## src/rtl/mem_opts.sv

```systemverilog
// Shared MIPS memory-stage encodings: mem_op opcodes, fault causes, LSU FSM state codes.
`ifndef MEM_OPTS_SV
`define MEM_OPTS_SV

`define MEM_LW  4'd0
`define MEM_LH  4'd1
`define MEM_LHU 4'd2
`define MEM_LB  4'd3
`define MEM_LBU 4'd4
`define MEM_SW  4'd5
`define MEM_SH  4'd6
`define MEM_SB  4'd7

`define MEM_FAULT_NONE     2'd0
`define MEM_FAULT_MISALIGN 2'd1
`define MEM_FAULT_TIMEOUT  2'd2
`define MEM_FAULT_ILLEGAL  2'd3

`define LSU_ST_IDLE 2'd0
`define LSU_ST_REQ  2'd1
`define LSU_ST_DONE 2'd2

`endif

```

## src/rtl/load_store_unit_pkg.sv

```systemverilog
// LSU types and opcode decode helpers shared by the FSM top and the lane steering logic.
`include "mem_opts.sv"

package load_store_unit_pkg;

  typedef enum logic [1:0] {
    ST_IDLE = `LSU_ST_IDLE,
    ST_REQ  = `LSU_ST_REQ,
    ST_DONE = `LSU_ST_DONE
  } lsu_state_e;

  typedef enum logic [1:0] {
    SZ_BYTE,
    SZ_HALF,
    SZ_WORD
  } acc_size_e;

  function automatic acc_size_e op_size(input logic [3:0] op);
    case (op)
      `MEM_LH, `MEM_LHU, `MEM_SH: return SZ_HALF;
      `MEM_LB, `MEM_LBU, `MEM_SB: return SZ_BYTE;
      default:                    return SZ_WORD;
    endcase
  endfunction

  function automatic logic op_is_store(input logic [3:0] op);
    return (op == `MEM_SW) || (op == `MEM_SH) || (op == `MEM_SB);
  endfunction

  function automatic logic op_is_signed(input logic [3:0] op);
    return (op == `MEM_LB) || (op == `MEM_LH);
  endfunction

  // Illegal opcode takes priority over misalignment.
  function automatic logic [1:0] op_fault(input logic [3:0] op, input logic [1:0] off);
    if (op > `MEM_SB) return `MEM_FAULT_ILLEGAL;
    case (op_size(op))
      SZ_WORD: return (off != 2'b00) ? `MEM_FAULT_MISALIGN : `MEM_FAULT_NONE;
      SZ_HALF: return off[0] ? `MEM_FAULT_MISALIGN : `MEM_FAULT_NONE;
      default: return `MEM_FAULT_NONE;
    endcase
  endfunction

endpackage

```

## src/rtl/lsu_lane.sv

```systemverilog
// Byte-lane steering: byte enables, replicated store data and extended load data.
// Purely combinational (0 cycles); no flow control.
`include "mem_opts.sv"

module lsu_lane
  import load_store_unit_pkg::*;
(
  input  logic [3:0]  op,
  input  logic [1:0]  off,
  input  logic [31:0] wdata,
  input  logic [31:0] bus_rdata,
  output logic [3:0]  be,
  output logic [31:0] lane_wdata,
  output logic [31:0] load_data
);

  logic [31:0] shifted;
  logic        sgn;

  always_comb begin
    shifted    = bus_rdata >> {off, 3'b000};
    sgn        = op_is_signed(op);
    be         = 4'hF;
    lane_wdata = wdata;
    load_data  = shifted;
    case (op_size(op))
      SZ_BYTE: begin
        be         = 4'b0001 << off;
        lane_wdata = {4{wdata[7:0]}};
        load_data  = {{24{sgn & shifted[7]}}, shifted[7:0]};
      end
      SZ_HALF: begin
        be         = 4'b0011 << off;
        lane_wdata = {2{wdata[15:0]}};
        load_data  = {{16{sgn & shifted[15]}}, shifted[15:0]};
      end
      default: ;
    endcase
    if (op_is_store(op)) load_data = 32'h0;
  end

endmodule

```

## src/rtl/load_store_unit.sv

```systemverilog
// MIPS memory-stage LSU: one req/ack bus access per start, fault detection and load extension.
// Latency start->done >= 2 cycles (1 on early fault); holds busy while waiting on bus_ack, times out after BUS_TIMEOUT.
`include "mem_opts.sv"

module load_store_unit
  import load_store_unit_pkg::*;
#(
  parameter int BUS_TIMEOUT = 64
) (
  input  logic        clk,
  input  logic        reset,
  input  logic        start,
  input  logic [3:0]  mem_op,
  input  logic [31:0] addr,
  input  logic [31:0] wdata,
  output logic        busy,
  output logic        done,
  output logic [31:0] rdata,
  output logic        fault,
  output logic [1:0]  fault_cause,
  output logic        bus_req,
  output logic        bus_we,
  output logic [31:0] bus_addr,
  output logic [3:0]  bus_be,
  output logic [31:0] bus_wdata,
  input  logic [31:0] bus_rdata,
  input  logic        bus_ack
);

  localparam int TW = $clog2(BUS_TIMEOUT) + 1;

  lsu_state_e     state_q, state_d;
  logic [3:0]     op_q;
  logic [31:0]    addr_q;
  logic [31:0]    wdata_q;
  logic [TW-1:0]  tmo_q;
  logic [31:0]    rdata_q;
  logic           fault_q;
  logic [1:0]     cause_q;

  logic [1:0]     start_fault;
  logic           timeout_hit;
  logic [3:0]     lane_be;
  logic [31:0]    lane_wdata;
  logic [31:0]    load_data;

  assign start_fault = op_fault(mem_op, addr[1:0]);
  assign timeout_hit = (tmo_q == TW'(BUS_TIMEOUT - 1));

  lsu_lane u_lane (
    .op         (op_q),
    .off        (addr_q[1:0]),
    .wdata      (wdata_q),
    .bus_rdata  (bus_rdata),
    .be         (lane_be),
    .lane_wdata (lane_wdata),
    .load_data  (load_data)
  );

  always_ff @(posedge clk or posedge reset) begin
    if (reset) state_q <= ST_IDLE;
    else       state_q <= state_d;
  end

  always_comb begin
    state_d = state_q;
    busy    = 1'b0;
    done    = 1'b0;
    bus_req = 1'b0;
    case (state_q)
      ST_IDLE: begin
        busy = start;
        if (start) state_d = (start_fault != `MEM_FAULT_NONE) ? ST_DONE : ST_REQ;
      end
      ST_REQ: begin
        busy    = 1'b1;
        bus_req = 1'b1;
        if (bus_ack || timeout_hit) state_d = ST_DONE;
      end
      ST_DONE: begin
        done    = 1'b1;
        state_d = ST_IDLE;
      end
      default: state_d = ST_IDLE;
    endcase
  end

  // Bus outputs are forced to zero outside REQ so a reset mid-access clears them at once.
  assign bus_we    = bus_req & op_is_store(op_q);
  assign bus_addr  = bus_req ? {addr_q[31:2], 2'b00} : 32'h0;
  assign bus_be    = bus_req ? lane_be : 4'h0;
  assign bus_wdata = bus_req ? lane_wdata : 32'h0;

  always_ff @(posedge clk or posedge reset) begin
    if (reset) begin
      op_q    <= 4'h0;
      addr_q  <= 32'h0;
      wdata_q <= 32'h0;
      tmo_q   <= '0;
      rdata_q <= 32'h0;
      fault_q <= 1'b0;
      cause_q <= `MEM_FAULT_NONE;
    end else begin
      case (state_q)
        ST_IDLE: begin
          if (start) begin
            op_q    <= mem_op;
            addr_q  <= addr;
            wdata_q <= wdata;
            tmo_q   <= '0;
            rdata_q <= 32'h0;
            fault_q <= (start_fault != `MEM_FAULT_NONE);
            cause_q <= start_fault;
          end
        end
        ST_REQ: begin
          // An ack in the last allowed cycle beats the timeout.
          if (bus_ack) begin
            rdata_q <= load_data;
          end else if (timeout_hit) begin
            fault_q <= 1'b1;
            cause_q <= `MEM_FAULT_TIMEOUT;
          end else begin
            tmo_q <= tmo_q + 1'b1;
          end
        end
        default: ;
      endcase
    end
  end

  assign rdata       = rdata_q;
  assign fault       = fault_q;
  assign fault_cause = cause_q;

endmodule

```

## config.mk

```make
export PLATFORM = sky130hd
export DESIGN_NAME = load_store_unit
export DESIGN_NICKNAME = d
export VERILOG_FILES = /design/src/rtl/load_store_unit_pkg.sv /design/src/rtl/lsu_lane.sv /design/src/rtl/load_store_unit.sv
export VERILOG_INCLUDE_DIRS = /design/src /design/src/rtl
export SDC_FILE = /design/constraint.sdc
export NUM_CORES = 1
export LEC_CHECK = 0
export CAP_MARGIN = 20
export CORE_ASPECT_RATIO = 2
export CORE_MARGIN = 2
export CORE_UTILIZATION = 30
export DETAILED_ROUTE_END_ITERATION = 6
export GPL_TIMING_DRIVEN = 0
export PLACE_DENSITY = 0.63
export SYNTH_ARGS = -nofsm -noshare
export SYNTH_HDL_FRONTEND = slang
export SYNTH_SLANG_ARGS = --single-unit
export TNS_END_PERCENT = 5
```

## constraint.sdc

```tcl
create_clock -name clk -period 4.2 [get_ports clk]
set_input_delay 0.42 -clock clk [delete_from_list [all_inputs] [get_ports clk]]
set_output_delay 0.42 -clock clk [all_outputs]
set_load 0.01 [all_outputs]
```

Word level (Yosys, flattened, before mapping)

Cells that the tools add are included.

$lt $le $gt $ge: 1
Shift operators: 3
Equality and inequality tests: 25
Reduce and logical (&&, ||, !) cells: 18
Multiplexer cells: 38
Add/subtract/negate cells: 1
Bitwise operators: 3

Operator list:

| kind                                                           | number |
|---|---|
| one-hot mux 32 bit (2 select lines)                            | 3 |
| two-way mux 32 bit                                             | 5 |
| >> shifter 32 x 5 -> 32 bit                                    | 1 |
| == test 4 x 3 -> 1 bit (second input constant)                 | 7 |
| two-way mux 7 bit                                              | 3 |
| two-way mux 2 bit                                              | 9 |
| == test 4 x 2 -> 1 bit (second input constant)                 | 4 |
| one-hot mux 2 bit (2 select lines)                             | 4 |
| one-hot mux 7 bit (2 select lines)                             | 1 |
| inequality test 2 bit (second input constant)                  | 6 |
| OR reduction 3 bit                                             | 4 |
| == test 4 x 1 -> 1 bit (second input constant)                 | 2 |
| two-way mux 1 bit                                              | 8 |
| one-hot mux 4 bit (2 select lines)                             | 1 |
| AND reduction 4 bit                                            | 2 |
| adder 7 x 1 -> 7 bit (second input constant)                   | 1 |
| == test 7 x 6 -> 1 bit (second input constant)                 | 1 |
| == test 2 x 1 -> 1 bit (second input constant)                 | 3 |
| one-hot mux 1 bit (2 select lines)                             | 3 |
| nonzero test 2 bit                                             | 3 |
| == test 2 bit (second input constant)                          | 2 |
| greater-than comparator 4 x 3 -> 1 bit (second input constant) | 1 |
| zero test 2 bit                                                | 2 |
| logical OR 1 bit                                               | 4 |
| 6 further kinds                                                | 9 |

Logic and storage cells: 97
Bits of input ports: 104
Flip-flop bits (word level): 112

Longest topological paths before layout

Gate-level depths: netlist of the first run.

Depth in word-level cells: 11
Gate-level depth with buffers: 9

By module

From an unflattened synthesis of the first run, not the netlist that was laid out.

Cells, all modules: 758
Area total of the unflattened synthesis: 6177.2 um^2

Modules (own cells, without submodules):

| module          | area an instance (um^2) | instances | cells each | sequential area each (um^2) |
|---|---|---|---|---|
| load_store_unit | 4895.9                  | 1         | 572        | 2802.7 |
| lsu_lane        | 1281.2                  | 1         | 186        | 0.0 |

Least setup slack after synthesis of the first run

No wires, ideal clock.

Kind: reg-to-output
Start: register state_q[1]
End: output bus_wdata[24]
Cell stages (with the launch flop): 9
Slack: 2151 ps
Arrival time: 1629 ps
Data required time: 3780 ps
Path buffers: 4
Path through: dfrtp_1 -> buf_2 -> nand2b_1 -> buf_2 -> inv_2 -> clkbuf_1 -> clkbuf_1 -> o21ai_0 -> nor2_1

Word-level cells in the longest chain between the ends: 3

Ends and longest elaborated chain:

| what                   | line                  | source |
|---|---|---|
| from (decl)            | load_store_unit.sv:32 | `lsu_state_e state_q, state_d;` |
| from (signal assigned) | load_store_unit.sv:62 | `else state_q <= state_d;` |
| == test 2 x 1 -> 1 bit | load_store_unit.sv:70 | `case (state_q)` |
| two-way mux 1 bit      | load_store_unit.sv:70 |  |
| named net bus_req      | load_store_unit.sv:21 | `output logic bus_req,` |
| two-way mux 32 bit     | load_store_unit.sv:92 | `assign bus_wdata = bus_req ? lane_wdata : 32'h0;` |
| to (decl)              | load_store_unit.sv:25 | `output logic [31:0] bus_wdata,` |

The timed path passes the listed nets, and every way through them passes these cells.

Worst setup path in the final report of the first run

Start: register state_q[1]
End: output bus_wdata[24]

Word-level cells in the longest chain between the ends: 3

Ends and longest elaborated chain:

| what                   | line |
|---|---|
| == test 2 x 1 -> 1 bit | load_store_unit.sv:70 |
| two-way mux 1 bit      | load_store_unit.sv:70 |
| two-way mux 32 bit     | load_store_unit.sv:92 |

Every way passes these cells.

==> report_table.html, run 1 <==
<table>
<tr><th>Metric</th><th>Value</th></tr>
<tr><th colspan="2">Clock network</th></tr>
<tr><td>Max Buffers Root-to-Sink</td><td>2</td></tr>
<tr><td>Number of buffers added to fix hold violations after cts</td><td>0</td></tr>
<tr><td>Number of H-tree branching levels</td><td>3</td></tr>
<tr><td>Total setup buffers inserted after CTS</td><td>0</td></tr>
<tr><td>Clock-pin slew on the worst setup and hold paths</td><td>0.07 ns</td></tr>
<tr><td>Clock tree from TritonCTS</td><td>done</td></tr>
<tr><td>Clock latency of the later-clocked register in the worst-skew pair</td><td>0.36 ns</td></tr>
<tr><td>Number of buffers inserted during clock tree synthesis</td><td>9</td></tr>
<tr><td>Number of clock sinks</td><td>112</td></tr>
<tr><td>CTS Root Cell</td><td>clkbuf_16</td></tr>
<tr><td>Resized Gates After CTS</td><td>0</td></tr>
<tr><th colspan="2">Pwr</th></tr>
<tr><td>Clock network fraction of design power</td><td>approximately a quarter</td></tr>
<tr><td>Static leakage power</td><td>3.792 nW</td></tr>
<tr><td>Reg power frac</td><td>38.0%</td></tr>
<tr><td>Total power divided by cell area</td><td>462.3 mW/mm²</td></tr>
<tr><td>Switching power of the nets</td><td>1.407 mW</td></tr>
<tr><td>Part of the power in combinational logic</td><td>a little under two fifths</td></tr>
<tr><td>Overall power</td><td>3.928 mW</td></tr>
<tr><td>Internal Power</td><td>2.521 mW</td></tr>
<tr><td>Worst ir drop on vdd</td><td>0.1991 mV</td></tr>
<tr><td>Net switching fraction of the power</td><td>35.83%</td></tr>
<tr><th colspan="2">Logic synthesis</th></tr>
<tr><td>Primary FF master, synth</td><td>dfrtp_1</td></tr>
<tr><td>Most used standard cell by instance count after synthesis</td><td>nand2_1</td></tr>
<tr><td>Syn_area_per_cell</td><td>between 8 and 9 µm²</td></tr>
<tr><td>Largest family of logic cells by synthesized area</td><td>simple AND/OR/NAND/NOR gates</td></tr>
<tr><td>Post-synthesis cell area</td><td>about 0.0057 mm²</td></tr>
<tr><td>Compound-Gate Fraction of Synth Area</td><td>16.03%</td></tr>
<tr><td>Synth async-reset ratio</td><td>100.0%</td></tr>
<tr><td>Share of synthesized area spent on multiplexers</td><td>under 10%</td></tr>
<tr><td>Count of mapped cells out of synthesis</td><td>693</td></tr>
<tr><td>Area contributors post-synth</td><td>dfrtp_1 (49%), nand2_1 (17%), and2_1 (4.1%), a21oi_1 (3.5%), o21ai_0 (3.2%)</td></tr>
<tr><td>Post-synth cell types</td><td>46</td></tr>
<tr><td>Total of warnings raised by yosys</td><td>0</td></tr>
<tr><td>Fraction of the mapped netlist area in simple logic gates</td><td>a little over a quarter</td></tr>
<tr><td>Parity-gate share of the synthesized area counting xor and xnor cells</td><td>0.1527%</td></tr>
<tr><td>Sequential fraction of the synthesis area</td><td>about half</td></tr>
<tr><td>Leading area contributor after synthesis</td><td>dfrtp_1</td></tr>
<tr><td>Number of synthesized flops with an enable pin</td><td>0</td></tr>
<tr><td>Commonest cells in the synthesized netlist</td><td>nand2_1 (261), dfrtp_1 (112), a21oi_1 (40)</td></tr>
<tr><td>Share of synthesized cell area in full adder, half adder and majority cells</td><td>0.2181%</td></tr>
<tr><td>Total of flip-flops plus latches after synthesis</td><td>about 110</td></tr>
<tr><td>Post-synth top area share</td><td>about 49%</td></tr>
<tr><th colspan="2">Setup path</th></tr>
<tr><td>Kind of cell adding the most delay to the critical path</td><td>buffers and inverters</td></tr>
<tr><td>Slowest stage cell, crit path</td><td>clkdlybuf4s50_1</td></tr>
<tr><td>Worst r2r dst</td><td>rdata[10]</td></tr>
<tr><td>Critical Setup Path Class</td><td>flip-flop to output pin</td></tr>
<tr><td>Nature of the critical path endpoint</td><td>output pin</td></tr>
<tr><td>Critical Path Fanout Max</td><td>10</td></tr>
<tr><td>Arrival time reported for the critical path endpoint</td><td>between 3 and 4 ns</td></tr>
<tr><td>Sequence of cells on the critical path</td><td>buf_2 -&gt; nand2b_1 -&gt; buf_2 -&gt; inv_2 -&gt; clkbuf_1 -&gt; clkbuf_1 -&gt; o21ai_0 -&gt; nor2_1 -&gt; clkdlybuf4s50_1</td></tr>
<tr><td>Type of element launching the critical path</td><td>flip-flop</td></tr>
<tr><td>Worst setup startpoint</td><td>state_q[1]</td></tr>
<tr><td>Startpoint of the lowest-slack register-to-register path</td><td>state_q[0]</td></tr>
<tr><td>Delay of the slowest critical-path stage</td><td>0.57 ns</td></tr>
<tr><td>Reg-to-reg setup timing slack</td><td>1.84 ns</td></tr>
<tr><td>R2r worst-path depth</td><td>6</td></tr>
<tr><td>Data required time of the critical path</td><td>between 3 and 4 ns</td></tr>
<tr><td>Count of buffering cells on the critical path with inverters included</td><td>6</td></tr>
<tr><th colspan="2">Route</th></tr>
<tr><td>Average wire per standard cell</td><td>18.01 µm</td></tr>
<tr><td>Routed Wire Length</td><td>21.14 mm</td></tr>
<tr><td>Detailed-route vias per instance</td><td>4.854</td></tr>
<tr><td>Count of TritonRoute iterations in the first routing pass</td><td>6</td></tr>
<tr><td>DRC errors left</td><td>0</td></tr>
<tr><td>Vias after detailed routing</td><td>5,699</td></tr>
<tr><td>DRT iter0 DRCs</td><td>slightly below 300</td></tr>
<tr><td>ANT nets after route</td><td>0</td></tr>
<tr><th colspan="2">STA</th></tr>
<tr><td>Final hold slack</td><td>0.4369 ns</td></tr>
<tr><td>Post-layout min period</td><td>3.512 ns</td></tr>
<tr><td>Count of final setup violators</td><td>0</td></tr>
<tr><td>RSZ-0062 raised after global routing</td><td>no</td></tr>
<tr><td>Maximum operating frequency</td><td>284.7 MHz</td></tr>
<tr><td>Period Utilization, post-route</td><td>83.63%</td></tr>
<tr><td>Count of final max-slew check failures</td><td>0</td></tr>
<tr><td>Layout Skew</td><td>0.006413 ns</td></tr>
<tr><td>Number of hold violations in the final report</td><td>0</td></tr>
<tr><td>Worst-margin pin slew</td><td>0.7391 ns</td></tr>
<tr><td>Max-Slew Margin vs Limit</td><td>50.54%</td></tr>
<tr><th colspan="2">Final layout</th></tr>
<tr><td>Area delta synth-&gt;final</td><td>48.14%</td></tr>
<tr><td>Post-route cell area</td><td>0.008498 mm²</td></tr>
<tr><td>Final Util</td><td>45.34%</td></tr>
<tr><td>Filler-free cell count of the finished design</td><td>1,174</td></tr>
<tr><td>Final net count</td><td>1,019</td></tr>
<tr><td>Share of cells above drive strength 1</td><td>approximately 4.4%</td></tr>
<tr><th colspan="2">Global route</th></tr>
<tr><td>Pin count of the biggest net entering global routing</td><td>73</td></tr>
<tr><td>Number of antenna violations at the first check in global routing</td><td>1</td></tr>
<tr><td>GRT met3 Usage</td><td>~3.0%</td></tr>
<tr><td>Global-route wire length before repair</td><td>between 30 and 40 mm</td></tr>
<tr><td>Grt met2 use</td><td>approximately two fifths</td></tr>
<tr><td>Most used routing layer in global routing</td><td>met2</td></tr>
<tr><td>Met1 layer usage reported by global route</td><td>22.25%</td></tr>
<tr><td>Total global routing overflow</td><td>0</td></tr>
<tr><td>Vias in the first global route</td><td>between 5,000 and 6,000</td></tr>
<tr><td>GRT Total Usage</td><td>20.90%</td></tr>
<tr><th colspan="2">Die</th></tr>
<tr><td>I/O pin count</td><td>211</td></tr>
<tr><td>Starting utilization of the core area</td><td>30.61%</td></tr>
<tr><td>Die boundary width</td><td>101.8 µm</td></tr>
<tr><td>Row cnt</td><td>71</td></tr>
<tr><td>Floorplan die area</td><td>0.02031 mm²</td></tr>
<tr><td>Core region area</td><td>0.01874 mm²</td></tr>
<tr><td>Vertical die dimension</td><td>199.6 µm</td></tr>
<tr><th colspan="2">Place</th></tr>
<tr><td>Cell Area, Placed</td><td>0.008174 mm²</td></tr>
<tr><td># port buffers</td><td>208</td></tr>
<tr><td>Weighted congestion at the end of routability-driven global placement</td><td>between 0.8 and 0.9</td></tr>
<tr><td>Detailed-placement wirelength estimate</td><td>16.46 mm</td></tr>
<tr><td>Post-placement cell count</td><td>roughly 1,200</td></tr>
<tr><th colspan="2">Min path</th></tr>
<tr><td>Path category of the worst min-delay check</td><td>input pin to async pin</td></tr>
<tr><th colspan="2">Job</th></tr>
<tr><td>Max-cap violations</td><td>0</td></tr>
<tr><th colspan="2">Outcome</th></tr>
<tr><td>Run status</td><td>finished, final reports clean</td></tr>
</table>
how the worst max path moves through the flow:
stage / endpoint / slack [ns] / cells past startpoint
after floorplan: addr_q[0] / 0.82 / 1
after global placement: addr_q[10] / -1.07 / 2
after detailed placement: bus_wdata[31] / 1.01 / 9
after CTS: bus_wdata[31] / 0.61 / 9
after global routing: bus_wdata[29] / 0.45 / 9
final: bus_wdata[24] / 0.69 / 9
placed cells by master (no fill, tap or decap), types with 3 or more instances in the layout:
master           synthesis  final
o22ai_1                  9      9
buf_4                    3      3
clkbuf_16                0      9
dfrtp_1                112    112
buf_2                   11     11
mux2i_1                 16     16
nor2_1                  28     28
nor2b_1                 11     11
a21oi_1                 40     40
o41ai_1                  3      3
clkdlybuf4s50_1          0    208
o211ai_1                 4      4
or2_2                    3      3
o21ai_0                 37     37
nand2_1                261    261
a22o_1                  17     17
inv_1                    4      3
a32o_1                   7      7
a211o_1                  8      8
o311ai_0                 4      4
and2_1                  38     38
nand2b_1                 6      6
clkbuf_1                39     40
stage by stage:
| stage | setup TNS, ns | worst slack (ns) |
|---|---|---|
| detailed placement | 0 | 1.009 |
| global placement | -117.88 | -1.065 |
| floorplan | 0 | 0.8210 |
| global route | 0 | 0.4539 |
| CTS | 0 | 0.6119 |
| finish | 0 | 0.6876 |
sequential cells by signal (all words and copies together), names as in the netlist:
name	count
op_q	4
tmo_q	7
rdata	32
wdata_q	32
state_q	2
fault	1
fault_cause	2
addr_q	32
cells by family after synthesis:
group,count (synthesis)
AND/OR/NAND/NOR,358
AO/OA/AOI/OAI,142
flip-flops,112
buffers and inverters,60
multiplexers,18
adder cells (fa/ha/maj),1
other,1
XOR/XNOR,1
power by group through the flow:
stage	clock network, mW	registers, mW	logic (mW)
finish	0.955	1.49	1.48
global route	1.01	1.52	1.64
CTS	0.978	1.49	1.49
detailed placement	0	1.51	1.49
global placement	0	1.51	1.47
floorplan	0	1.48	0.834
final cells by class:
type                            instances  area, µm²
Antenna cell                            1      2.502
Buffer                                 55      246.5
Clock buffer                           12      256.5
Clock inverter                          3      65.06
Fill cell                            1865      10250
Inverter                                5      23.77
Multi-Input combinational cell        522       2673
Sequential cell                       112       2803
Tap cell                              255      319.1
Timing Repair Buffer                  209       2110
per-layer routing:
layer	vias to the layer above	wire, µm
met1	2694	7546
met2	224	11620
met5	-	0
li1	2726	-
met3	55	1029
met4	0	939
Note: power is estimated with default switching activity, not from simulation.
==> run 2, diff against run 1 <==
Clock period 4.2 ns to 3.5 ns, I/O delays scaled along.
==> run 2 against run 1 <==
Compared with the run above:
- die area is the same
- wire length grew 0.20%
- sequential power up 20%
- combinational power up 20%
- count of clock-buffer cells in the layout unchanged
- first-iteration DRC count is 6.8% higher
- sequential share of layout area about the same
- largest cell class unchanged
==> report_table.html, run 2 (same netlist as run 1, synthesis figures left out) <==
<table>
<tr><th>Metric</th><th>Value</th></tr>
<tr><th colspan="2">Outcome</th></tr>
<tr><td>Run status</td><td>finished, final reports clean</td></tr>
<tr><th colspan="2">Clock network</th></tr>
<tr><td>Number of clock sinks</td><td>112 (unchanged)</td></tr>
<tr><td>Clock tree from TritonCTS</td><td>done</td></tr>
<tr><td>Total setup buffers inserted after CTS</td><td>0 (unchanged)</td></tr>
<tr><td>Number of buffers inserted during clock tree synthesis</td><td>9 (unchanged)</td></tr>
<tr><td>Clock-pin slew on the worst setup and hold paths</td><td>0.07 ns (about the same)</td></tr>
<tr><td>Max Buffers Root-to-Sink</td><td>2 (unchanged)</td></tr>
<tr><td>CTS Root Cell</td><td>clkbuf_16</td></tr>
<tr><td>Clock latency of the later-clocked register in the worst-skew pair</td><td>0.36 ns (about the same)</td></tr>
<tr><td>Number of H-tree branching levels</td><td>3 (unchanged)</td></tr>
<tr><th colspan="2">Setup path</th></tr>
<tr><td>Kind of cell adding the most delay to the critical path</td><td>buffers and inverters</td></tr>
<tr><td>Arrival time reported for the critical path endpoint</td><td>3.00 ns (-0.09 ns)</td></tr>
<tr><td>Reg-to-reg setup timing slack</td><td>1.15 ns (-0.69 ns)</td></tr>
<tr><td>R2r worst-path depth</td><td>6 (unchanged)</td></tr>
<tr><td>Library cell appearing most often on the critical path</td><td>clkbuf_1</td></tr>
<tr><td>Delay of the slowest critical-path stage</td><td>0.58 ns (about the same)</td></tr>
<tr><td>Worst r2r dst</td><td>rdata[10]</td></tr>
<tr><td>Count of buffering cells on the critical path with inverters included</td><td>4 (-2)</td></tr>
<tr><td>Startpoint of the lowest-slack register-to-register path</td><td>state_q[0]</td></tr>
<tr><td>Nature of the critical path endpoint</td><td>output pin</td></tr>
<tr><td>Data required time of the critical path</td><td>3.15 ns (-0.63 ns)</td></tr>
<tr><td>Sequence of cells on the critical path</td><td>buf_2 -&gt; xor2_1 -&gt; nor2_1 -&gt; or2_2 -&gt; clkbuf_1 -&gt; clkbuf_1 -&gt; nand2_1 -&gt; a21oi_1 -&gt; clkdlybuf4s50_1</td></tr>
<tr><td>Critical Setup Path Class</td><td>flip-flop to output pin</td></tr>
<tr><td>Slowest stage cell, crit path</td><td>clkdlybuf4s50_1</td></tr>
<tr><td>Critical Path Fanout Max</td><td>10 (unchanged)</td></tr>
<tr><td>Type of element launching the critical path</td><td>flip-flop</td></tr>
<tr><th colspan="2">Route</th></tr>
<tr><td>ANT nets after route</td><td>0 (unchanged)</td></tr>
<tr><td>Routed Wire Length</td><td>21.18 mm (+0.20%)</td></tr>
<tr><td>Detailed-route vias per instance</td><td>4.824 (-0.63%)</td></tr>
<tr><td>Count of TritonRoute iterations in the first routing pass</td><td>5 (-1)</td></tr>
<tr><td>DRT iter0 DRCs</td><td>314 (+6.8%)</td></tr>
<tr><td>Vias after detailed routing</td><td>5,663 (-0.63%)</td></tr>
<tr><td>Average wire per standard cell</td><td>18.04 µm (+0.20%)</td></tr>
<tr><td>DRC errors left</td><td>0 (unchanged)</td></tr>
<tr><th colspan="2">STA</th></tr>
<tr><td>Final hold slack</td><td>0.3682 ns (-0.06878 ns)</td></tr>
<tr><td>Maximum operating frequency</td><td>298.8 MHz</td></tr>
<tr><td>Count of final max-slew check failures</td><td>0 (unchanged)</td></tr>
<tr><td>Period Utilization, post-route</td><td>a little over nine tenths</td></tr>
<tr><td>Count of final setup violators</td><td>0 (unchanged)</td></tr>
<tr><td>Worst-margin pin slew</td><td>0.7329 ns (-0.006270 ns)</td></tr>
<tr><td>Post-layout min period</td><td>3.347 ns</td></tr>
<tr><td>RSZ-0062 raised after global routing</td><td>no</td></tr>
<tr><td>Number of hold violations in the final report</td><td>0 (unchanged)</td></tr>
<tr><td>Max-Slew Margin vs Limit</td><td>50.96% (+0.42 points)</td></tr>
<tr><td>Layout Skew</td><td>0.009335 ns (+0.002922 ns)</td></tr>
<tr><th colspan="2">Final layout</th></tr>
<tr><td>Number of inserted filler cells in the final layout</td><td>1,863 (-0.11%)</td></tr>
<tr><td>Post-route cell area</td><td>0.008502 mm² (about the same)</td></tr>
<tr><td>Area delta synth-&gt;final</td><td>48.20% (about the same)</td></tr>
<tr><td>Final net count</td><td>1,019 (unchanged)</td></tr>
<tr><td>Share of cells above drive strength 1</td><td>4.684% (+0.33 points)</td></tr>
<tr><td>Commonest non-fill, non-tap cell in the layout</td><td>nand2_1</td></tr>
<tr><td>Most frequent cells in the layout</td><td>nand2_1 (261), clkdlybuf4s50_1 (208), dfrtp_1 (112)</td></tr>
<tr><th colspan="2">Pwr</th></tr>
<tr><td>Total power divided by cell area</td><td>555.2 mW/mm² (+20%)</td></tr>
<tr><td>Overall power</td><td>4.720 mW (+20%)</td></tr>
<tr><td>Static leakage power</td><td>3.802 nW (+0.26%)</td></tr>
<tr><td>Worst ir drop on vdd</td><td>0.2390 mV (+20%)</td></tr>
<tr><th colspan="2">Job</th></tr>
<tr><td>Max-cap violations</td><td>0 (unchanged)</td></tr>
<tr><th colspan="2">Die</th></tr>
<tr><td>Vertical die dimension</td><td>199.6 µm (unchanged)</td></tr>
<tr><td>Row cnt</td><td>71 (unchanged)</td></tr>
<tr><td>Starting utilization of the core area</td><td>30.61% (unchanged)</td></tr>
<tr><td>Floorplan die area</td><td>0.02031 mm² (unchanged)</td></tr>
<tr><td>Die boundary width</td><td>101.8 µm (unchanged)</td></tr>
<tr><td>I/O pin count</td><td>211 (unchanged)</td></tr>
<tr><td>Core region area</td><td>0.01874 mm² (unchanged)</td></tr>
<tr><th colspan="2">Global route</th></tr>
<tr><td>Global-route wire length before repair</td><td>31.56 mm (about the same)</td></tr>
<tr><td>Pin count of the biggest net entering global routing</td><td>73 (unchanged)</td></tr>
<tr><td>GRT Total Usage</td><td>20.90% (about the same)</td></tr>
<tr><td>Number of antenna violations at the first check in global routing</td><td>1 (unchanged)</td></tr>
<tr><td>Total global routing overflow</td><td>0 (unchanged)</td></tr>
<tr><td>Vias in the first global route</td><td>5,552 (-0.036%)</td></tr>
<tr><th colspan="2">Place</th></tr>
<tr><td>Weighted congestion at the end of routability-driven global placement</td><td>0.8808 (unchanged)</td></tr>
<tr><td># port buffers</td><td>208 (unchanged)</td></tr>
<tr><td>Detailed-placement wirelength estimate</td><td>16.46 mm (unchanged)</td></tr>
<tr><td>Cell Area, Placed</td><td>0.008174 mm² (unchanged)</td></tr>
<tr><th colspan="2">Min path</th></tr>
<tr><td>Path category of the worst min-delay check</td><td>input pin to async pin</td></tr>
</table>
-- run 2: layer usage --
| metal | routed length [µm] | global-route usage [%] |
|---|---|---|
| met2 | 11670 | 38.86 |
| met3 | 1010 | 2.973 |
| met1 | 7595 | 22.34 |
| met4 | 900 | 10.36 |
| met5 | 0 | 0 |
-- run 2: through the flow --
step / setup TNS, ns / worst slack [ns] / std cells / util, %
after floorplan: 0 / 0.1910 / 694 / -
after global placement: -188.44 / -1.695 / 1157 / 43.44
after detailed placement: 0 / 0.3787 / 1158 / 43.61
after CTS: 0 / 0.1145 / 1173 / 45.33
after global routing: 0 / 0.001645 / 1174 / 45.36
final: 0 / 0.1531 / 1174 / 45.36
-- run 2: where the power goes --
group / total, mW / switching, mW / internal [mW]
sequential: 1.79 / 0.203 / 1.59
clock: 1.15 / 0.486 / 0.663
combinational: 1.78 / 1.00 / 0.776
-- run 2: what timing repair did --
item | 4_1_cts | 5_1_grt
hold buffers | 0 | 0
endpoints found under the setup margin | 4 | 4
resized for setup | 1 | 4
-- run 2: worst max path at each step --
| stage | start | to | slack (ns) | cells past startpoint |
|---|---|---|---|---|
| final | op_q[2] | bus_wdata[17] | 0.15 | 9 |
| after floorplan | reset | addr_q[0] | 0.19 | 1 |
| after detailed placement | state_q[1] | bus_wdata[31] | 0.38 | 9 |
| after CTS | op_q[2] | bus_wdata[17] | 0.11 | 8 |
| after global routing | op_q[2] | bus_wdata[16] | 0.002 | 8 |
| after global placement | reset | addr_q[10] | -1.70 | 2 |
-- run 2: area by class of cell --
class	count	area, µm²	share of cell area [%]
sequential	112	2803	32.97
tap	255	319.1	3.753
antenna	1	2.502	0.02943
clock buffer	12	256.5	3.017
buffer	55	250.2	2.943
multi-input combinational	522	2673	31.43
timing repair buffer	209	2110	24.81
inverter	5	23.77	0.2796
clock inverter	3	65.06	0.7653
